**src/rtl/interleave_pkg.sv**
```systemverilog
// ============================================================================
// interleave_pkg : shared types and constants for the interleaver frame scheduler
// Rev 1.0
// ============================================================================
`default_nettype none

package interleave_pkg;

    localparam int N_DEF          = 7;
    localparam int SYMBOL_NUM_DEF = 5;
    localparam int FRAME_W        = N_DEF * SYMBOL_NUM_DEF;

    typedef enum logic [1:0] {
        IDLE    = 2'd0,
        FIRE    = 2'd1,
        CAPTURE = 2'd2,
        DRAIN   = 2'd3
    } state_t;

    // Counter width able to index 0..depth-1, never narrower than one bit.
    function automatic int cnt_width(input int depth);
        return (depth > 1) ? $clog2(depth) : 1;
    endfunction

endpackage

`default_nettype wire

```
**src/rtl/symbol_packer.sv**
```systemverilog
// ============================================================================
// symbol_packer : accepts codewords over a valid/ready handshake and packs
//                 symbol_num of them into one frame buffer.
// Rev 1.0
// ============================================================================
`default_nettype none

module symbol_packer
    import interleave_pkg::*;
#(
    parameter int n          = N_DEF,
    parameter int symbol_num = SYMBOL_NUM_DEF
) (
    input  logic                      clk,
    input  logic                      rst,
    input  logic                      flush,
    input  logic                      sym_valid,
    output logic                      sym_ready,
    input  logic [n-1:0]              sym_data,
    input  logic                      take,
    output logic [n*symbol_num-1:0]   asm_buf,
    output logic                      asm_full
);

    localparam int                   SYM_CNT_W = cnt_width(symbol_num);
    localparam logic [SYM_CNT_W-1:0] LAST_SYM  = SYM_CNT_W'(symbol_num - 1);

    logic [SYM_CNT_W-1:0] sym_cnt;
    logic                 hs;

    assign sym_ready = !asm_full;
    assign hs        = sym_valid && sym_ready;

    always_ff @(posedge clk or negedge rst) begin
        if (!rst) begin
            sym_cnt  <= '0;
            asm_full <= 1'b0;
            asm_buf  <= '0;
        end else begin
            if (take) begin
                asm_full <= 1'b0;
            end
            // Flush wins over a simultaneous handshake; a full buffer ignores it.
            if (flush && !asm_full) begin
                sym_cnt <= '0;
            end else if (hs) begin
                asm_buf[int'(sym_cnt)*n +: n] <= sym_data;
                if (sym_cnt == LAST_SYM) begin
                    sym_cnt  <= '0;
                    asm_full <= 1'b1;
                end else begin
                    sym_cnt <= sym_cnt + 1'b1;
                end
            end
        end
    end

endmodule

`default_nettype wire

```
**src/rtl/interleave_sched.sv**
```systemverilog
// ============================================================================
// interleave_sched : double-buffered frame scheduler around the block
//                    interleaver; fires it once per frame and serialises result.
// Rev 1.0
// ============================================================================
`default_nettype none

module interleave_sched
    import interleave_pkg::*;
#(
    parameter int n          = N_DEF,
    parameter int symbol_num = SYMBOL_NUM_DEF,
    parameter int CNT_W      = 16
) (
    input  logic                      clk,
    input  logic                      rst,
    input  logic                      flush,
    input  logic                      sym_valid,
    output logic                      sym_ready,
    input  logic [n-1:0]              sym_data,
    output logic                      il_en,
    output logic [n*symbol_num-1:0]   il_data_o,
    input  logic                      il_eno,
    input  logic [n*symbol_num-1:0]   il_data_i,
    output logic                      bit_valid,
    input  logic                      bit_ready,
    output logic                      bit_data,
    output logic                      frame_start,
    output logic                      frame_done,
    output logic [CNT_W-1:0]          frame_cnt,
    output logic                      err
);

    localparam int                   FW        = n * symbol_num;
    localparam int                   BIT_CNT_W = cnt_width(FW);
    localparam logic [BIT_CNT_W-1:0] LAST_BIT  = BIT_CNT_W'(FW - 1);

    state_t               state;
    state_t               state_nxt;
    logic [FW-1:0]        asm_buf;
    logic                 asm_full;
    logic                 take;
    logic [FW-1:0]        out_buf;
    logic [BIT_CNT_W-1:0] bit_cnt;

    symbol_packer #(
        .n          (n),
        .symbol_num (symbol_num)
    ) u_packer (
        .clk       (clk),
        .rst       (rst),
        .flush     (flush),
        .sym_valid (sym_valid),
        .sym_ready (sym_ready),
        .sym_data  (sym_data),
        .take      (take),
        .asm_buf   (asm_buf),
        .asm_full  (asm_full)
    );

    always_comb begin
        state_nxt   = state;
        take        = 1'b0;
        il_en       = 1'b0;
        bit_valid   = 1'b0;
        bit_data    = 1'b0;
        frame_start = 1'b0;
        frame_done  = 1'b0;
        case (state)
            IDLE: begin
                if (asm_full) begin
                    take      = 1'b1;
                    state_nxt = FIRE;
                end
            end
            FIRE: begin
                il_en     = 1'b1;
                state_nxt = CAPTURE;
            end
            CAPTURE: begin
                state_nxt = DRAIN;
            end
            DRAIN: begin
                bit_valid   = 1'b1;
                bit_data    = out_buf[0];
                frame_start = (bit_cnt == '0);
                if (bit_ready && (bit_cnt == LAST_BIT)) begin
                    frame_done = 1'b1;
                    state_nxt  = IDLE;
                end
            end
            default: state_nxt = IDLE;
        endcase
    end

    always_ff @(posedge clk or negedge rst) begin
        if (!rst) begin
            state <= IDLE;
        end else begin
            state <= state_nxt;
        end
    end

    always_ff @(posedge clk or negedge rst) begin
        if (!rst) begin
            il_data_o <= '0;
            out_buf   <= '0;
            bit_cnt   <= '0;
            frame_cnt <= '0;
            err       <= 1'b0;
        end else begin
            if (take) begin
                il_data_o <= asm_buf;
            end
            // The interleaver registered our frame at the end of FIRE.
            if (state == CAPTURE) begin
                out_buf <= il_data_i;
                bit_cnt <= '0;
                if (!il_eno) begin
                    err <= 1'b1;
                end
            end else if ((state == DRAIN) && bit_ready) begin
                out_buf <= out_buf >> 1;
                bit_cnt <= bit_cnt + 1'b1;
            end
            if (frame_done) begin
                frame_cnt <= frame_cnt + 1'b1;
            end
        end
    end

endmodule

`default_nettype wire

```
**config.mk**
```make
export PLATFORM = sky130hd
export DESIGN_NAME = interleave_sched
export DESIGN_NICKNAME = d
export VERILOG_FILES = /design/src/rtl/interleave_pkg.sv /design/src/rtl/symbol_packer.sv /design/src/rtl/interleave_sched.sv
export SDC_FILE = /design/constraint.sdc
export NUM_CORES = 1
export LEC_CHECK = 0
export BUFFER_PORTS_ARGS = -buffer_cell sky130_fd_sc_hd__clkbuf_2
export CAP_MARGIN = 5
export CORE_MARGIN = 3
export CORE_UTILIZATION = 45
export CTS_CLUSTER_DIAMETER = 80
export DETAILED_ROUTE_END_ITERATION = 10
export GPL_ROUTABILITY_DRIVEN = 0
export MAX_ROUTING_LAYER = met4
export PLACE_DENSITY = 0.74
export SLEW_MARGIN = 20
export SYNTH_ARGS = -nofsm -noshare
export SYNTH_HDL_FRONTEND = slang
export SYNTH_SLANG_ARGS = --single-unit
```
**constraint.sdc**
```tcl
create_clock -name clk -period 5.4 [get_ports clk]
set_clock_uncertainty 0.05 [all_clocks]
set_input_delay 0.27 -clock clk [delete_from_list [all_inputs] [get_ports clk]]
set_output_delay 0.27 -clock clk [all_outputs]
set_load 0.05 [all_outputs]
```
==> results of run 1 <==
cells in the mapped netlist (2+ instances only):
cell type,n
a21oi_1,3
xor2_1,7
nand2_1,70
nand4_1,8
ha_1,14
nor2_1,12
and3_1,8
buf_2,4
clkbuf_1,17
inv_1,9
mux2_2,58
mux2i_1,35
o22ai_1,2
nand3_1,13
xnor2_1,13
dfrtp_1,134
and4_1,2
nor4b_1,2
and2_1,3
o21ai_0,53
power breakdown:
part           switching, W  internal, W
Sequential         0.000154      0.00128
Combinational      0.000569     0.000345
Clock              0.000426     0.000747
cell type report:
class / instances / area share
inverter: 9 / 0.00478
tap: 168 / 0.0297
clock inverter: 12 / 0.0216
clock buffer: 19 / 0.0640
sequential: 134 / 0.474
multi-input combinational: 313 / 0.323
timing repair buffer: 111 / 0.0824
critical path, cell delays in order, from the launching register on:
cell	delay, ns
dfrtp_1	0.56
inv_1	0.18
ha_1	0.24
ha_1	0.29
nor4b_1	0.62
and4bb_2	0.47
mux2_2	0.37
how the worst max path moves through the flow:
| stage | start | end | slack [ns] | depth (start not counted) |
|---|---|---|---|---|
| finish | u_packer.sym_cnt[0] | u_packer.asm_buf[18] | 2.50 | 6 |
| floorplan | state[1] | frame_start | 2.43 | 3 |
| global placement | u_packer.sym_cnt[0] | u_packer.asm_buf[19] | 2.65 | 6 |
| CTS | u_packer.sym_cnt[0] | u_packer.asm_buf[18] | 2.46 | 6 |
| detailed placement | u_packer.sym_cnt[0] | u_packer.asm_buf[18] | 2.47 | 6 |
| global route | u_packer.sym_cnt[0] | u_packer.asm_buf[30] | 2.26 | 6 |
routing by layer:
metal,global-route usage,vias to the layer above,routed length (um)
met4,0.0724,0,223
met3,0.0442,18,455
met2,0.284,90,5600
li1,-,1869,-
met1,0.224,1888,5310
met5,-,-,0
registers in the layout, indices dropped and copies added, names as in the netlist:
| name | cells |
|---|---|
| il_data_o | 35 |
| out_buf | 35 |
| u_packer.asm_buf | 35 |
| frame_cnt | 16 |
| bit_cnt | 6 |
| u_packer.sym_cnt | 3 |
| state | 2 |
| err | 1 |
| u_packer.asm_full | 1 |
logic make-up (layout without fill, tap and decap cells):
family	count (synthesis)	after routing	synth area share
adders and majority gates	14	14	0.0305
AOI/OAI and AO/OA	61	61	0.0553
and+or+nand+nor	125	125	0.105
xor gates and xnor gates	20	20	0.0305
buffers and inverters	30	151	0.0205
muxes	93	93	0.175
DFF	134	134	0.584
per-stage QoR:
step	cells	total power [W]	hold WS (ns)
2_1_floorplan	477	0.00212	-0.0756
3_3_place_gp	731	0.00231	0.368
3_5_place_dp	731	0.00236	0.381
4_1_cts	766	0.00355	0.000248
5_1_grt	766	0.00374	0.0264
6_report	766	0.00352	0.0189
==> flow_summary.yaml, run 1 <==
floorplan:
  start_util: 0.468
  dieWidth_um: 119
  core_mm2: 0.0123
  rows: 40
  pin_count: 106
  die_height_um: 119
  die_area_mm2: 0.0142
worst_hold_path:
  holdPathStages: 3
  hp-class: "in -> reg"
  hold_path_end: "out_buf[19]"
  min_from: "il_data_i[19]"
setup_path:
  setup.worst_path.class: "reg -> reg"
  crit_required_ns: 5.64
  worst-r2r-cell-count: 6
  endpoint_kind: "register"
  reg2reg_to: "u_packer.asm_buf[18]"
  cp.arrival_ns: 3.14
  reg2reg_from: "u_packer.sym_cnt[0]"
  rrSetupSlack_ns: 2.50
  critPathLaunchType: "register"
  cp_max_fo: 13
clock_network:
  cts_setup_buffers: 0
  cts.path.max_buffers: 2
  clkTransAtPathRegs_ns: 0.06
  clk_latency_ns: 0.41
  htreeDepth: 4
  post_cts_resized: 0
  hold_buffers: 4
  cts.sinks: 134
  clock-root-buffer: "clkbuf_16"
  cts_buffers: 17
  cts_tree: "done"
sta:
  setup_viol: 0
  drv_slew: 0
  rsz0062_at_grt: "no"
  fin_ws_ns: 2.50
  min_period_over_period: 0.537
  max_clock_freq_ghz: 0.345
  finalHoldViolCount: 0
  finalSetupTns_ns: 0
  worst_pin_slew_ns: 1.07
  period_minus_slack_ns: 2.90
  maxSlewHeadroom: 0.285
synthesis:
  seq_area_frac_synth: 0.584
  avgSynthCellArea_um2: 12.0
  synthTopCellsByArea: "dfrtp_1 58%, mux2_2 11%, mux2i_1 6.1%, o21ai_0 4.6%, nand2_1 4.6%"
  yosys.area.top_type_share: 0.584
  synth-edff-count: 0
  synth.largest_area_cell: "dfrtp_1"
  ys_ff_latch: 134
  synth_async_sr_flop_share: 1.00
  syn_nets: 539
  syn_area_mm2: 0.00574
  syn_inst: 477
  synth_warnings: 0
  synth_ff_type: "dfrtp_1"
  ys_types: 30
cells_and_area:
  multi_input_area_mm2: 0.00229
  nFillCells: 1002
  post-route-util: 0.577
  area_growth_pct: 23.2
  seq_area_mm2: 0.00335
  design_area_mm2: 0.00707
  drive_gt1_frac: 0.338
  insertedDiodeCount: 0
  final_cell_mix: "134 x dfrtp_1, 104 x clkbuf_2, 69 x nand2_1"
  nNetsFinal: 648
  layout_commonest_cell: "dfrtp_1"
run:
  cap_viol_max_count: 0
power_and_ir_drop:
  power_density_mw_per_mm2: 497
  total_leakage_power_nw: 3.71
  irDropWorstVdd_mv: 0.279
status:
  outcome: "finished clean"
grt:
  grt_pass1_vias: 4038
  antenna_found_initial: 0
  grt_pass1_wl_mm: 19.9
  grt_max_degree: 79
  grt.overflow.total: 0
  grt_use_total: 0.180
detailed_routing:
  dr.pass1.iters: 6
  dr_total_vias: 3865
  final_antenna_net_count: 0
  routed_via_density: 5.05
  drc: 0
  totalWireLength_mm: 11.6
  drt_iter0_markers: 224
  wl_per_cell_um: 15.1
placed_design:
  port_buffers: 105
  dp_hpwl_mm: 7.86
  dpl-instance-area_mm2: 0.00642
  post-place-ws_ns: 2.47
Power figures use the tool's default switching activity.
==> run 2, diff against run 1 <==
--- a/config.mk
+++ b/config.mk
@@ -5,6 +5,7 @@
 export SDC_FILE = /design/constraint.sdc
 export NUM_CORES = 1
 export LEC_CHECK = 0
+export ABC_AREA = 1
 export BUFFER_PORTS_ARGS = -buffer_cell sky130_fd_sc_hd__clkbuf_2
 export CAP_MARGIN = 5
 export CORE_MARGIN = 3
@@ -13,7 +14,7 @@
 export DETAILED_ROUTE_END_ITERATION = 10
 export GPL_ROUTABILITY_DRIVEN = 0
 export MAX_ROUTING_LAYER = met4
-export PLACE_DENSITY = 0.74
+export PLACE_DENSITY = 0.73
 export SLEW_MARGIN = 20
 export SYNTH_ARGS = -nofsm -noshare
 export SYNTH_HDL_FRONTEND = slang
==> constraint.sdc (replaced) <==
create_clock -name clk -period 2.8 [get_ports clk]
set_clock_uncertainty 0.05 [all_clocks]
set_input_delay 0.14 -clock clk [delete_from_list [all_inputs] [get_ports clk]]
set_output_delay 0.14 -clock clk [all_outputs]
set_load 0.05 [all_outputs]
==> run 2 against run 1 <==
  * Synthesized cell count is 25% higher
  * Die area is 6.2% higher
  * Area after synthesis is 6.6% higher
  * Utilization is 2.6 points higher
  * Via count is 25% higher
  * Critical path depth is 1 higher
  * Hold slack worse by 0.0012 ns
  * Routed wire length is 23% higher
  * Flip-flop and latch count stayed put
==> flow_summary.yaml, run 2 <==
placed_design:
  dp_hpwl_mm: 9.38
  port_buffers: 105
clock_network:
  cts.sinks: 134
  clock-root-buffer: "clkbuf_16"
  cts_setup_buffers: 0
  cts_tree: "done"
  cts_buffers: 17
  clkTransAtPathRegs_ns: 0.05
  clk_latency_ns: 0.41
  htreeDepth: 4
  cts.path.max_buffers: 2
detailed_routing:
  wirelength_met1_mm: 5.97
  top_layer: "met4"
  totalWireLength_mm: 14.3
  drc: 0
  routed_via_density: 5.20
  dr_total_vias: 4827
  drt_iter0_markers: 299
  wl_met3_um: 613
  wl_per_cell_um: 15.4
  wl_met2_mm: 7.23
  dr.pass1.iters: 6
  final_antenna_net_count: 0
grt:
  grt_pass1_wl_mm: 24.0
  grt.overflow.total: 0
  grt_max_degree: 59
  grt_use_total: 0.210
  antenna_found_initial: 0
  grt_pass1_vias: 5190
synthesis:
  syn_nets: 660
  syn_inst: 598
  synth_ff_type: "dfrtp_1"
  yosysMostFrequentCell: "dfrtp_1"
  synth-edff-count: 0
  syn_area_mm2: 0.00612
  synth_warnings: 0
  synthTopCellsByCount: "134 x dfrtp_1, 132 x nand2_1, 60 x inv_1, 36 x nand3_1, 35 x mux2_2"
  yosys.area.top_type_share: 0.548
  ys_types: 38
  synthTopCellsByArea: "dfrtp_1 55%, nand2_1 8.1%, mux2_2 6.4%, inv_1 3.7%, o221ai_1 3.0%"
  avgSynthCellArea_um2: 10.2
  synth.largest_area_cell: "dfrtp_1"
  ys_ff_latch: 134
  synth_async_sr_flop_share: 1.00
  seq_area_frac_synth: 0.548
cells_and_area:
  drive_gt1_frac: 0.282
  post-route-util: 0.603
  reg.largest.list: "il_data_o x35, out_buf x35, u_packer.asm_buf x35"
  insertedDiodeCount: 0
  final_cell_mix: "134 x dfrtp_1, 132 x nand2_1, 104 x clkbuf_2"
  area_growth_pct: 27.9
  layout_commonest_cell: "dfrtp_1"
  nNetsFinal: 807
power_and_ir_drop:
  seqPwrFrac: 0.385
  p_switching_w: 0.00197
  irDropWorstVdd_mv: 0.520
  switching_share: 0.302
  power_density_mw_per_mm2: 830
  total_leakage_power_nw: 3.89
  intPower_w: 0.00453
  p_clk_frac: 0.381
  p_comb_frac: 0.233
sta:
  rsz0062_at_grt: "no"
  maxSlewHeadroom: 0.633
  worst_pin_slew_ns: 0.551
  drv_slew: 0
  setup_viol: 0
  period_minus_slack_ns: 2.20
  finalHoldViolCount: 0
  min_period_over_period: 0.785
  finalSetupTns_ns: 0
  max_clock_freq_ghz: 0.455
floorplan:
  start_util: 0.472
  core_mm2: 0.0130
  die_area_mm2: 0.0150
  dieWidth_um: 123
  rows: 41
  die_height_um: 123
  pin_count: 106
worst_hold_path:
  hp-class: "in -> reg"
  hold_path_end: "u_packer.asm_full"
  holdPathStages: 3
  min_from: "sym_valid"
setup_path:
  reg2reg_to: "u_packer.asm_buf[20]"
  crit_required_ns: 2.61
  rrSetupSlack_ns: 0.77
  cp_max_fo: 11
  reg2reg_from: "u_packer.sym_cnt[1]"
  cp.arrival_ns: 2.01
  endpoint_kind: "output pin"
  worst-r2r-cell-count: 7
  critPathLaunchType: "register"
  setup.worst_path.class: "reg -> out"
run:
  cap_viol_max_count: 0
status:
  outcome: "finished clean"
## run 2: cell types whose count changed after synthesis, sizes merged, moves of 9 or more
cell / previous run / this run
mux2: 58 / 35
o221ai: 0 / 21
nand2: 70 / 137
nand3: 13 / 40
xnor2: 13 / 4
clkbuf: 17 / 4
inv: 9 / 65
buf: 4 / 22
mux2i: 35 / 0
## run 2: final cells by class
type,instances,area (um^2)
fillers,1037,5150
flip-flops and latches,134,3350
multi-input cells,373,2330
repair buffers,154,1020
clock buffers,23,498
inverters,65,246
well taps,172,215
clock inverters,7,166
## run 2: metal layers
metal,track usage,vias up
met2,0.342,143
met1,0.245,2349
met3,0.0484,36
li1,-,2299
met4,0.109,0
met5,-,-
## run 2: worst max-delay path: stages, from the launching register on
cell and delay [ns]:
dfrtp_1 0.39, inv_1 0.15, ha_1 0.20, inv_1 0.08, nor2_2 0.13, nand3b_4 0.10, nor2_4 0.23, clkbuf_2 0.33
## run 2: worst max path at each step
stage	startpoint	endpoint	slack (ns)	cells after the start
floorplan	state[0]	frame_start	0.39	4
global placement	u_packer.sym_cnt[1]	u_packer.asm_buf[16]	0.90	7
detailed placement	u_packer.sym_cnt[1]	u_packer.asm_buf[20]	0.78	7
CTS	bit_cnt[0]	frame_done	0.56	7
global route	bit_cnt[0]	frame_done	0.43	7
finish	bit_cnt[0]	frame_done	0.60	7
## run 2: repair_timing
item,4_1_cts,5_1_grt
hold endpoints to repair,79,0
endpoints found under the setup margin,0,0
hold buffers,44,0
gates resized for setup,0,0
## run 2: power groups by stage
stage          Combinational, W  Sequential, W  Clock, W
6_report                0.00152        0.00250   0.00248
2_1_floorplan           0.00108        0.00253         0
3_5_place_dp            0.00145        0.00252         0
3_3_place_gp            0.00136        0.00251         0
4_1_cts                 0.00152        0.00250   0.00252
5_1_grt                 0.00170        0.00254   0.00261
## run 2: logic make-up (layout without fill, tap and decap cells)
logic type | after synthesis | after routing | share of synthesized area
muxes | 35 | 35 | 0.0644
AOI/OAI and AO/OA | 98 | 98 | 0.109
buffers and inverters | 91 | 249 | 0.0711
xor gates and xnor gates | 5 | 5 | 0.00715
and+or+nand+nor | 221 | 221 | 0.172
DFF | 134 | 134 | 0.548
adders and majority gates | 14 | 14 | 0.0286
## run 2: metrics by stage
stage               hold WS, ns  area [um^2]  total power [W]  cells  worst slack (ns)
finish                   0.0177         7830          0.00650    928             0.602
global route             0.0382         7830          0.00685    928             0.429
CTS                     0.00344         7830          0.00654    928             0.560
detailed placement       0.0697         6730          0.00397    854             0.782
global placement         0.0693         6730          0.00387    854             0.898
floorplan                -0.206         6120          0.00361    598             0.389
==> run 3, diff against run 2 <==
--- a/config.mk
+++ b/config.mk
@@ -14,7 +14,7 @@
 export DETAILED_ROUTE_END_ITERATION = 10
 export GPL_ROUTABILITY_DRIVEN = 0
 export MAX_ROUTING_LAYER = met4
-export PLACE_DENSITY = 0.73
+export PLACE_DENSITY = 0.76
 export SLEW_MARGIN = 20
 export SYNTH_ARGS = -nofsm -noshare
 export SYNTH_HDL_FRONTEND = slang
==> constraint.sdc (replaced) <==
create_clock -name clk -period 1.8 [get_ports clk]
set_clock_uncertainty 0.05 [all_clocks]
set_input_delay 0.09 -clock clk [delete_from_list [all_inputs] [get_ports clk]]
set_output_delay 0.09 -clock clk [all_outputs]
set_load 0.05 [all_outputs]
==> run 3 against run 2 <==
  * Critical path type unchanged
  * Sequential power rose by 56%
  * Largest cell class unchanged
  * Hold slack improved by 0.057 ns
  * Combinational power rose by 64%
  * Critical path depth did not move
  * Routed wire length rose by 0.78%
  * Worst setup slack got worse by 0.55 ns
  * Flip-flop and latch count did not move
==> flow_summary.yaml, run 3 (synthesis gave the netlist of run 2 again) <==
status:
  outcome: "finished clean"
power_and_ir_drop:
  total_leakage_power_nw: 3.97
  switching_share: 0.314
  power_density_mw_per_mm2: 1260
  seqPwrFrac: 0.386
  power_w: 0.0101
  p_comb_frac: 0.248
  intPower_w: 0.00694
  irDropWorstVdd_mv: 0.715
  p_switching_w: 0.00318
  p_clk_frac: 0.367
setup_path:
  max_stage_delay_ns: 0.39
  setup.worst_path.class: "reg -> out"
  crit_required_ns: 1.66
  cp.arrival_ns: 1.61
  path_cells: "inv_2, ha_2, inv_2, nor2_4, nand3b_4, nor2_4, buf_8"
  critPathLaunchType: "register"
  endpoint_kind: "output pin"
  cp_max_fo: 3
  critPathSlowestCell: "dfrtp_1"
cells_and_area:
  reg.largest.list: "il_data_o x35, out_buf x35, u_packer.asm_buf x35"
  area_growth_pct: 31.7
  seq_area_mm2: 0.00335
  design_area_mm2: 0.00806
  nFillCells: 974
  final_cell_mix: "133 x dfrtp_1, 132 x nand2_1, 102 x clkbuf_2"
  multi_input_area_mm2: 0.00243
  instances_no_fill: 945
  insertedDiodeCount: 0
  drive_gt1_frac: 0.309
  nNetsFinal: 822
  layout_commonest_cell: "dfrtp_1"
clock_network:
  clk_latency_ns: 0.42
  clock-root-buffer: "clkbuf_16"
  cts.sinks: 134
  cts_tree: "done"
  cts_buffers: 17
  cts.path.max_buffers: 2
  htreeDepth: 4
  clkTransAtPathRegs_ns: 0.06
placed_design:
  dpl-instance-area_mm2: 0.00684
  port_buffers: 105
  dp_hpwl_mm: 9.43
  placed_cells: 861
sta:
  max_clock_freq_ghz: 0.571
  hold_slack_ns: 0.0748
  finalHoldViolCount: 0
  setup_viol: 0
  period_minus_slack_ns: 1.75
  worst_pin_slew_ns: 0.407
  drv_slew: 0
  finalSetupTns_ns: 0
  rsz0062_at_grt: "yes"
  min_period_over_period: 0.973
  maxSlewHeadroom: 0.727
detailed_routing:
  drt_iter0_markers: 368
  wl_per_cell_um: 15.2
  routed_via_density: 5.23
  totalWireLength_mm: 14.4
  dr.pass1.iters: 5
  dr_total_vias: 4940
  final_antenna_net_count: 0
  drc: 0
floorplan:
  die_area_mm2: 0.0150
  die_height_um: 123
  dieWidth_um: 123
  start_util: 0.472
  pin_count: 106
  core_mm2: 0.0130
  rows: 41
run:
  cap_viol_max_count: 0
grt:
  grt_pass1_vias: 5219
  antenna_found_initial: 0
  grt_max_degree: 56
  grt_use_total: 0.211
  grt_pass1_wl_mm: 24.2
  grt.overflow.total: 0
worst_hold_path:
  hp-class: "in -> async"
run 3: metal layers:
| metal | track usage | part of all wire | up-vias |
|---|---|---|---|
| met5 | - | 0 | - |
| met4 | 0.0847 | 0.024 | 0 |
| met3 | 0.0553 | 0.050 | 32 |
| met2 | 0.352 | 0.52 | 159 |
| met1 | 0.244 | 0.41 | 2402 |
| li1 | - | - | 2347 |
run 3: path summary, 6_finish.rpt:
path                                      from  depth (start not counted)              endpoint  slack (ns)
max                                 bit_cnt[0]                          7            frame_done        0.05
min                                        rst                          2            out_buf[1]        0.07
max reg2reg                u_packer.sym_cnt[1]                          7  u_packer.asm_buf[17]        0.06
min reg2reg                                err                          1                   err        0.43
max in group asynchronous                  rst                          3         il_data_o[11]        1.03
min in group clk                     bit_ready                          3          frame_cnt[2]        0.11
run 3: metrics by stage:
stage,utilization,setup slack (ns)
3_5_place_dp,0.527,-0.0417
6_report,0.621,0.0486
3_3_place_gp,0.527,0.0433
5_1_grt,0.621,-0.0461
2_1_floorplan,-,0.000952
4_1_cts,0.616,-0.0220
run 3: repair_timing:
| action | in CTS | in global routing |
|---|---|---|
| hold buffers | 46 | 0 |
| gates resized for setup | 10 | 12 |
| cloned | 0 | 1 |
| setup buffers | 3 | 2 |
| setup endpoints to repair | 9 | 34 |
| hold endpoints to repair | 197 | 0 |
| pin swaps | 2 | 3 |
run 3: power groups by stage:
stage	registers, W	logic, W	clock network [W]
2_1_floorplan	0.00394	0.00171	0
3_3_place_gp	0.00389	0.00221	0
3_5_place_dp	0.00393	0.00232	0
4_1_cts	0.00389	0.00248	0.00378
5_1_grt	0.00396	0.00281	0.00392
6_report	0.00390	0.00250	0.00371
run 3: cell type report:
class / count / area share
Clock buffer: 19 / 0.0550
Clock inverter: 13 / 0.0239
Inverter: 65 / 0.0311
Multi-Input combinational cell: 374 / 0.302
Sequential cell: 134 / 0.416
Tap cell: 172 / 0.0267
Timing Repair Buffer: 168 / 0.146
run 3: worst max-delay path: cells and delay by family, from the launching register on:
kind	cells	cell delay, ns
adders and majority gates	1	0.18
buffers and inverters	3	0.29
and+or+nand+nor	3	0.33
DFF	1	0.39
